$ cat src/rtl/pre_if_fetch_gen.sv
// Pre-IF stage: selects the next fetch PC, drives the I-side request port and hands
// accepted fetches to IF, tagging wrong-path fetches as cancelled and misaligned ones as AdEL.
module pre_if_fetch_gen #(
    parameter logic [31:0] RESET_PC = 32'hBFC0_0000
) (
    input  logic        clk,
    input  logic        reset,
    input  logic        exception_like_now,
    input  logic [31:0] exception_like_now_pc,
    input  logic        br_valid,
    input  logic [31:0] br_target,
    input  logic        br_ds_issued,
    input  logic        if_allowin,
    output logic        inst_req,
    output logic [31:0] inst_addr,
    input  logic        inst_addr_ok,
    output logic        to_if_valid,
    output logic [31:0] to_if_pc,
    output logic        to_if_cancel,
    output logic        to_if_adel
);

    typedef enum logic [1:0] {StIdle, StReq, StHalt} state_e;
    // What an outstanding request stands for, so its acceptance retires the right pending item.
    typedef enum logic [1:0] {RoleSeq, RoleDs, RoleTgt, RoleExc} role_e;

    state_e      state_q, state_d;
    role_e       role_q, role_d;
    logic [31:0] pc_q, pc_d;
    logic [31:0] req_addr_q, req_addr_d;
    logic        exc_pend_q, exc_pend_d;
    logic [31:0] exc_pc_q, exc_pc_d;
    logic        br_pend_q, br_pend_d;
    logic [31:0] br_tgt_q, br_tgt_d;
    logic        ds_done_q, ds_done_d;
    logic        cancel_mark_q, cancel_mark_d;

    logic        br_take;
    logic        eff_br;
    logic        eff_ds_done;
    logic [31:0] eff_tgt;
    logic [31:0] fetch_pc;
    role_e       fetch_role;
    logic        cancel_now;
    logic        retire;

    // A branch seen while an exception is in flight belongs to a flushed path.
    assign br_take = br_valid & ~exception_like_now & ~exc_pend_q;

    always_comb begin
        eff_br      = ~exception_like_now & (br_take | br_pend_q);
        eff_tgt     = br_take ? br_target : br_tgt_q;
        eff_ds_done = br_take ? br_ds_issued : ds_done_q;

        if (exception_like_now) begin
            fetch_pc   = exception_like_now_pc;
            fetch_role = RoleExc;
        end else if (exc_pend_q) begin
            fetch_pc   = exc_pc_q;
            fetch_role = RoleExc;
        end else if (eff_br && eff_ds_done) begin
            fetch_pc   = eff_tgt;
            fetch_role = RoleTgt;
        end else begin
            fetch_pc   = pc_q;
            fetch_role = eff_br ? RoleDs : RoleSeq;
        end
    end

    always_comb begin
        state_d       = state_q;
        role_d        = role_q;
        pc_d          = pc_q;
        req_addr_d    = req_addr_q;
        exc_pend_d    = exc_pend_q;
        exc_pc_d      = exc_pc_q;
        br_pend_d     = br_pend_q;
        br_tgt_d      = br_tgt_q;
        ds_done_d     = ds_done_q;
        cancel_mark_d = cancel_mark_q;
        cancel_now    = 1'b0;
        retire        = 1'b0;

        inst_req      = 1'b0;
        inst_addr     = req_addr_q;
        to_if_valid   = 1'b0;
        to_if_pc      = req_addr_q;
        to_if_cancel  = 1'b0;
        to_if_adel    = 1'b0;

        case (state_q)
            StIdle: begin
                if (exception_like_now) begin
                    exc_pend_d = 1'b1;
                    exc_pc_d   = exception_like_now_pc;
                    br_pend_d  = 1'b0;
                end else begin
                    br_pend_d = eff_br;
                    br_tgt_d  = eff_tgt;
                    ds_done_d = eff_ds_done;
                end
                inst_addr = fetch_pc;
                to_if_pc  = fetch_pc;
                if (if_allowin) begin
                    if (fetch_pc[1:0] == 2'b00) begin
                        inst_req = 1'b1;
                        role_d   = fetch_role;
                        if (inst_addr_ok) begin
                            to_if_valid = 1'b1;
                            pc_d        = fetch_pc + 32'd4;
                            retire      = 1'b1;
                        end else begin
                            state_d       = StReq;
                            req_addr_d    = fetch_pc;
                            cancel_mark_d = 1'b0;
                        end
                    end else begin
                        // Misaligned: report AdEL and stop until cp0 redirects.
                        to_if_valid = 1'b1;
                        to_if_adel  = 1'b1;
                        exc_pend_d  = 1'b0;
                        br_pend_d   = 1'b0;
                        state_d     = StHalt;
                    end
                end
            end
            StReq: begin
                inst_req   = 1'b1;
                cancel_now = cancel_mark_q;
                if (exception_like_now) begin
                    exc_pend_d    = 1'b1;
                    exc_pc_d      = exception_like_now_pc;
                    br_pend_d     = 1'b0;
                    cancel_mark_d = 1'b1;
                    role_d        = RoleSeq;
                    cancel_now    = 1'b1;
                end else if (br_take) begin
                    br_pend_d = 1'b1;
                    br_tgt_d  = br_target;
                    ds_done_d = br_ds_issued;
                    if (br_ds_issued) begin
                        cancel_mark_d = 1'b1;
                        role_d        = RoleSeq;
                        cancel_now    = 1'b1;
                    end else if (!cancel_mark_q) begin
                        role_d = RoleDs;
                    end
                end
                if (inst_addr_ok) begin
                    to_if_valid   = 1'b1;
                    to_if_cancel  = cancel_now;
                    pc_d          = req_addr_q + 32'd4;
                    cancel_mark_d = 1'b0;
                    retire        = ~cancel_now;
                    state_d       = StIdle;
                end
            end
            StHalt: begin
                if (exception_like_now) begin
                    exc_pend_d = 1'b1;
                    exc_pc_d   = exception_like_now_pc;
                    state_d    = StIdle;
                end
            end
            default: state_d = StIdle;
        endcase

        if (retire) begin
            case (role_d)
                RoleDs:  ds_done_d  = 1'b1;
                RoleTgt: br_pend_d  = 1'b0;
                RoleExc: exc_pend_d = 1'b0;
                default: ;
            endcase
        end

        // Reset silences the request and hand-off strobes without waiting for a clock.
        if (!reset) begin
            inst_req     = 1'b0;
            to_if_valid  = 1'b0;
            to_if_cancel = 1'b0;
            to_if_adel   = 1'b0;
        end
    end

    always_ff @(posedge clk or negedge reset) begin
        if (!reset) begin
            state_q       <= StIdle;
            role_q        <= RoleSeq;
            pc_q          <= RESET_PC;
            req_addr_q    <= RESET_PC;
            exc_pend_q    <= 1'b0;
            exc_pc_q      <= 32'h0;
            br_pend_q     <= 1'b0;
            br_tgt_q      <= 32'h0;
            ds_done_q     <= 1'b0;
            cancel_mark_q <= 1'b0;
        end else begin
            state_q       <= state_d;
            role_q        <= role_d;
            pc_q          <= pc_d;
            req_addr_q    <= req_addr_d;
            exc_pend_q    <= exc_pend_d;
            exc_pc_q      <= exc_pc_d;
            br_pend_q     <= br_pend_d;
            br_tgt_q      <= br_tgt_d;
            ds_done_q     <= ds_done_d;
            cancel_mark_q <= cancel_mark_d;
        end
    end

endmodule

$ cat config.mk
export PLATFORM = sky130hd
export DESIGN_NAME = pre_if_fetch_gen
export DESIGN_NICKNAME = d
export VERILOG_FILES = /design/src/rtl/pre_if_fetch_gen.sv
export SDC_FILE = /design/constraint.sdc
export NUM_CORES = 1
export LEC_CHECK = 0
export BUFFER_PORTS_ARGS = -buffer_cell sky130_fd_sc_hd__buf_2
export CAP_MARGIN = 15
export CORE_MARGIN = 3
export CORE_UTILIZATION = 52
export DETAILED_ROUTE_END_ITERATION = 10
export HOLD_SLACK_MARGIN = 0.12
export PLACE_DENSITY = 0.77
export SYNTH_ARGS = -nofsm -noshare
export SYNTH_HDL_FRONTEND = slang
export SYNTH_SLANG_ARGS = --single-unit
$ cat constraint.sdc
create_clock -name clk -period 3.3 [get_ports clk]
set_input_delay 0.66 -clock clk [delete_from_list [all_inputs] [get_ports clk]]
set_output_delay 0.66 -clock clk [all_outputs]
set_load 0.02 [all_outputs]
# After elaboration in Yosys (flattened, before gate mapping)
# Index checks and enable logic that the tools add are counted.
[word_totals]
elab_cells = 120
inputBits = 71
reg_bits = 136
output_inout_bits = 68
[op_classes]
reduce_logical = 13
n_eq_ne = 12
addsub = 2
muxes = 75
n_bitwise = 8
[op_table]
columns = ["op", "n"]
rows = [
  ["$mux W32", 9],
  ["$add A32 B3 Y32 const B", 2],
  ["$pmux W32 S2", 1],
  ["$mux W1", 43],
  ["$mux W2", 14],
  ["$ne A2 B2 Y1 const B", 6],
  ["$pmux W1 S2", 6],
  ["$reduce_and A4 Y1", 3],
  ["$eq A2 B2 Y1 const B", 3],
  ["$pmux W2 S3", 1],
  ["$reduce_and A5 Y1", 1],
  ["$eq A2 B1 Y1 const B", 2],
  ["$logic_not A2 Y1", 2],
  ["$not A1 Y1", 4],
  ["$pmux W2 S2", 1],
  ["$reduce_and A2 Y1", 2],
  ["$reduce_or A2 Y1", 2],
  ["$and A1 B1 Y1", 3],
  ["$ne A3 B3 Y1 const B", 1],
  ["$reduce_or A3 Y1", 1],
  ["$reduce_bool A2 Y1", 1],
  ["$logic_and A1 B1 Y1", 1],
  ["$or A1 B1 Y1", 1],
]

# Longest topological paths before layout
[logic_depth]
ltp_word = 16
ltp_mapped = 15
mapped_depth_nobuf = 13

# Worst setup path before layout
# No wires, ideal clock.
[synth_path]
kind = "in2reg"
from = "input port exception_like_now"
to = "register pc_q[26]"
path_buffers = 2
path_slack_ps = -259
t_required_ps = 3218
setup_time_ps = 82
stages = 14
arrival_time_ps = 3477
path_cell_list = "buf_2 or4bb_1 o311a_1 o31ai_1 o31ai_1 inv_1 ha_1 nand2_1 o41a_1 nor4_4 buf_6 nand4_1 xnor2_1 mux2_2"
[synth_between]
elab_chain_len = 14
word_cells_on_any_way = 19
classes_between = "add/sub (1); eq/ne (1); mux (9); bitwise (5); reduce/logical (3)"
[synth_rtl]
columns = ["element", "line", "source"]
rows = [
  ["start: declaration", "8", "input logic exception_like_now,"],
  ["$not A1 Y1 (no source line)", "n/a", ""],
  ["$and A1 B1 Y1 (2 in a row)", "48", "assign br_take = br_valid & ~exception_like_now & ~exc_pend_q;"],
  ["$or A1 B1 Y1", "51", "eff_br = ~exception_like_now & (br_take | br_pend_q);"],
  ["$and A1 B1 Y1", "51", ""],
  ["$logic_and A1 B1 Y1", "61", "end else if (eff_br && eff_ds_done) begin"],
  ["$mux W32", "61", ""],
  ["$mux W32", "58", "end else if (exc_pend_q) begin"],
  ["$mux W32 *", "55", "if (exception_like_now) begin"],
  ["$add A32 B3 Y32", "110", "pc_d = fetch_pc + 32'd4;"],
  ["$mux W32", "108", "if (inst_addr_ok) begin"],
  ["$mux W32", "105", "if (fetch_pc[1:0] == 2'b00) begin"],
  ["$mux W32", "104", "if (if_allowin) begin"],
  ["$pmux W32 S2", "91", "case (state_q)"],
  ["end signal: assignment", "201", "pc_q <= pc_d;"],
  ["end: declaration", "29", "logic [31:0] pc_q, pc_d;"],
]
# Every way passes the cells marked *; elsewhere a longest branch is shown, timed or not. The select of a mux whose other input is x is not followed.
# A chain may end at the register's enable or synchronous reset.

# Final worst setup path
[layout_path]
from = "register exc_pend_q"
to = "output port inst_addr[6]"
[layout_between]
elab_chain_len = 9
word_cells_on_any_way = 11
classes_between = "mux (6); bitwise (4); reduce/logical (1)"
[layout_rtl]
columns = ["element", "line", "source"]
rows = [
  ["start: declaration", "31", "logic exc_pend_q, exc_pend_d;"],
  ["start signal: assignment", "203", "exc_pend_q <= exc_pend_d;"],
  ["$not A1 Y1", "48", ""],
  ["$and A1 B1 Y1", "48", ""],
  ["$or A1 B1 Y1", "51", ""],
  ["$and A1 B1 Y1", "51", ""],
  ["$logic_and A1 B1 Y1", "61", ""],
  ["$mux W32", "61", ""],
  ["$mux W32 *", "58", ""],
  ["$mux W32 *", "55", ""],
  ["$mux W32 *", "91", ""],
  ["end: declaration", "15", "output logic [31:0] inst_addr,"],
]
# Every way passes the cells marked *; elsewhere a longest branch is shown, timed or not.

==> flow_summary_export.csv <==
group,metric,value,unit
cells_and_area,final_cell_mix,"151 x nand2_1, 136 x buf_4, 133 x buf_2",
worst_setup_path,regToRegEndpoint,"pc_q[28]",
power,powerDensity,978,nW/µm²
grt,grtUsageMet2,48.1,%
grt,gr-usage-met1,37.5,%
route,drtIter0Drc,929,
logic_synthesis,synth_cells,902,
floorplan,initial_utilization,53.4,%
grt,grt_pass1_wl,41000,µm
logic_synthesis,synth.top_cells.by_area,"dfrtp_1 35%, mux2_2 12%, nand2_1 6.7%",
cells_and_area,nets,1191,
worst_setup_path,rr_startpoint,"exc_pend_q",
logic_synthesis,synth_fp_nets,978,
timing,worst_slack,-0.0127,ns
cells_and_area,finalNonFillerCells,1342,
timing,max_freq,302,MHz
cts,clock_sinks,136,
run_status,status,"complete, but fails checks",
cts,cts_max_level,4,
cts,cts_made_buffers,17,
route,first_pass_iters,6,
cts,root_buffer,"clkbuf_16",
power,p_clk_share,18.4,%
route,antenna_left,0,
cells_and_area,insertedDiodeCount,0,
cells_and_area,layout-drive-gt1-share,42.0,%
route,routed_wl,26200,µm
place,placed_area,10100,µm²
power,swShare,42.3,%
timing,rsz0062_at_grt,"yes",
logic_synthesis,synth_ff_type,"dfrtp_1",
worst_setup_path,critPathArrivalTime,2.65,ns
floorplan,core,15900,µm²
timing,setup_violations,2,
worst_hold_path,hold_path_class,"input port to async pin",
cts,cts_tree,"yes",
place,io_buffers,138,
power,p_int,6190,µW
route,vias,8036,
timing,drv_slew,0,
cells_and_area,fill_cells,1195,
floorplan,ios,139,
place,place_hpwl,18800,µm
logic_synthesis,synthArstFlopShare,100,%
power,p_seq_share,27.3,%
floorplan,num_rows,46,
logic_synthesis,ys_seq_area_share,40.2,%
logic_synthesis,synth-seq-cells,136,
worst_setup_path,endpoint,"inst_addr[6]",
cts,clk_path_buf_depth,2,
timing,finalCriticalPeriod,3.31,ns
timing,timing.final.hold_violations,0,
worst_setup_path,cp-startpoint,"exc_pend_q",
route,route.detailed.drc,0,
power,vdd.ir_drop.worst,0.623,mV
cts,insertion_delay,0.43,ns
worst_setup_path,critPathLaunchType,"flop",
worst_setup_path,worst-r2r-cell-count,14,
power,power.leakage,0.00512,µW
logic_synthesis,synth_top_area_cell,"dfrtp_1",
logic_synthesis,syn_area,8510,µm²
floorplan,die_area,17900,µm²
grt,busiest_layer,"met2",
grt,grt_overflow,0,
place,post-place-cells,1295,
timing,worst_pin_slew,0.710,ns
grt,antenna_found_initial,0,
worst_setup_path,crit_type,"flop to output port",
worst_setup_path,ff2ff_setup_slack,0.05,ns
power,power_frac_comb,54.3,%
logic_synthesis,synth-edff-count,0,
floorplan,dieWidth,134,µm
cts,postCtsHoldBufs,0,
worst_setup_path,cp_max_fo,12,
cts,clk_pin_slew,0.06,ns
grt,grt_pass1_vias,7689,
place,place_congestion,0.924,
job,drv_cap,0,
worst_setup_path,crit_path_end_kind,"output port",
run_status,violations,"negative setup slack",
grt,track_usage,29.1,%
grt,use_met3,4.50,%
grt,grt_max_degree,49,
cells_and_area,layout_commonest_cell,"nand2_1",
route,drt-vias-per-instance,5.99,
cells_and_area,syn2layout_area_growth,29.1,%
logic_synthesis,ys_warn_count,0,
logic_synthesis,syn_avg_cell_area,9.44,µm²
logic_synthesis,synth_cell_types,77,
logic_synthesis,synth_top_cell_area_share,34.7,%
cells_and_area,stdcell_area,11000,µm²
floorplan,dieHeight,134,µm
timing,slew_headroom,52.3,%
power,power_switching,4550,µW
timing,post-route-period-util,100,%
route,post_drt_wl_per_cell,19.5,µm
timing,fin_skew,0.00977,ns
worst_setup_path,crit_required,2.64,ns
-- synthesized netlist by cell type, types with 5 or more instances --
library cell,count
a211oi_1,22
a21oi_1,17
a31o_2,6
a31oi_1,13
a41oi_1,6
and2_1,13
and3_1,13
buf_1,7
buf_2,15
buf_4,34
clkbuf_1,31
dfrtp_1,118
dfstp_2,18
ha_1,5
inv_1,18
mux2_2,93
mux2i_1,45
nand2_1,151
nand2b_1,9
nand4_1,7
nor2_1,39
nor2b_1,6
nor3_1,25
nor4_1,5
o21ai_0,53
o21ai_1,7
o22ai_1,17
o31ai_1,10
xnor2_1,13
xor2_1,7
-- worst max-delay path, cell delays in order, from the launching register on --
cell      delay [ns]
dfrtp_2         0.44
buf_12          0.16
buf_4           0.13
nand2b_1        0.11
buf_4           0.21
o22ai_1         0.10
a211oi_1        0.53
buf_4           0.22
mux2_2          0.15
buf_2           0.16
-- per-layer routing --
metal,up-vias,wire (µm)
met3,85,1840
li1,3656,-
met5,-,0
met1,3898,10400
met2,397,12700
met4,0,1270
-- area by class of cell --
type,count,area [µm²],area share (%)
inverters,19,71.3,0.649
clock inverters,11,148,1.34
repair buffers,285,1960,17.8
multi-input cells,656,4660,42.4
flip-flops and latches,136,3430,31.2
well taps,216,270,2.46
clock buffers,19,453,4.12
-- worst min-delay path by stage --
stage                   start             end  slack, ns
3_5_place_dp   req_addr_q[22]  req_addr_q[22]       0.46
2_1_floorplan           reset       br_pend_q       0.36
6_report                reset    br_tgt_q[24]       0.15
5_1_grt                 reset    br_tgt_q[24]       0.18
3_3_place_gp   req_addr_q[25]  req_addr_q[25]       0.45
4_1_cts                 reset    br_tgt_q[24]       0.16
-- registers in the layout, summed over array words and instances, names as in the netlist --
name and cells:
ds_done_q 1, pc_q 32, role_q 2, exc_pc_q 32, state_q 2, cancel_mark_q 1, req_addr_q 32, br_tgt_q 32
exc_pend_q 1, br_pend_q 1
-- power groups by stage --
stage          Combinational (µW)  Clock, µW  Sequential (µW)
6_report                     5840       1980             2930
2_1_floorplan                3910          0             2740
5_1_grt                      6280       2070             3010
3_5_place_dp                 5500          0             2920
3_3_place_gp                 5410          0             2890
4_1_cts                      5660       2000             2900
-- repair_timing --
action,4_1_cts,5_1_grt
pin swaps,2,5
gates resized for setup,14,33
buffers inserted,9,6
cloned,1,1
endpoints found under the setup margin,46,65
-- cells by family (layout without fill, tap and decap cells) --
| logic type | count (synthesis) | count (layout) | share of synthesized area [%] |
|---|---|---|---|
| compound gates | 200 | 200 | 16.1 |
| fa+ha+maj | 5 | 5 | 0.735 |
| simple gates | 293 | 293 | 16.4 |
| mux | 138 | 138 | 17.6 |
| flops | 136 | 136 | 40.2 |
| buf+inv | 110 | 334 | 6.89 |
| xor+xnor | 20 | 20 | 2.06 |
-- metrics by stage --
step | worst slack (ns) | TNS (ns) | utilization, % | hold WS [ns] | power, µW
3_5_place_dp | -0.285 | -4.37 | 63.2 | 0.457 | 8420
4_1_cts | 0.000204 | 0 | 67.8 | 0.163 | 10600
5_1_grt | -0.113 | -0.514 | 68.9 | 0.183 | 11400
3_3_place_gp | -0.250 | -3.14 | 63.2 | 0.451 | 8300
2_1_floorplan | -0.152 | -0.539 | - | 0.364 | 6650
6_report | -0.0127 | -0.0251 | 68.9 | 0.149 | 10700
Power figures use the tool's default switching activity.
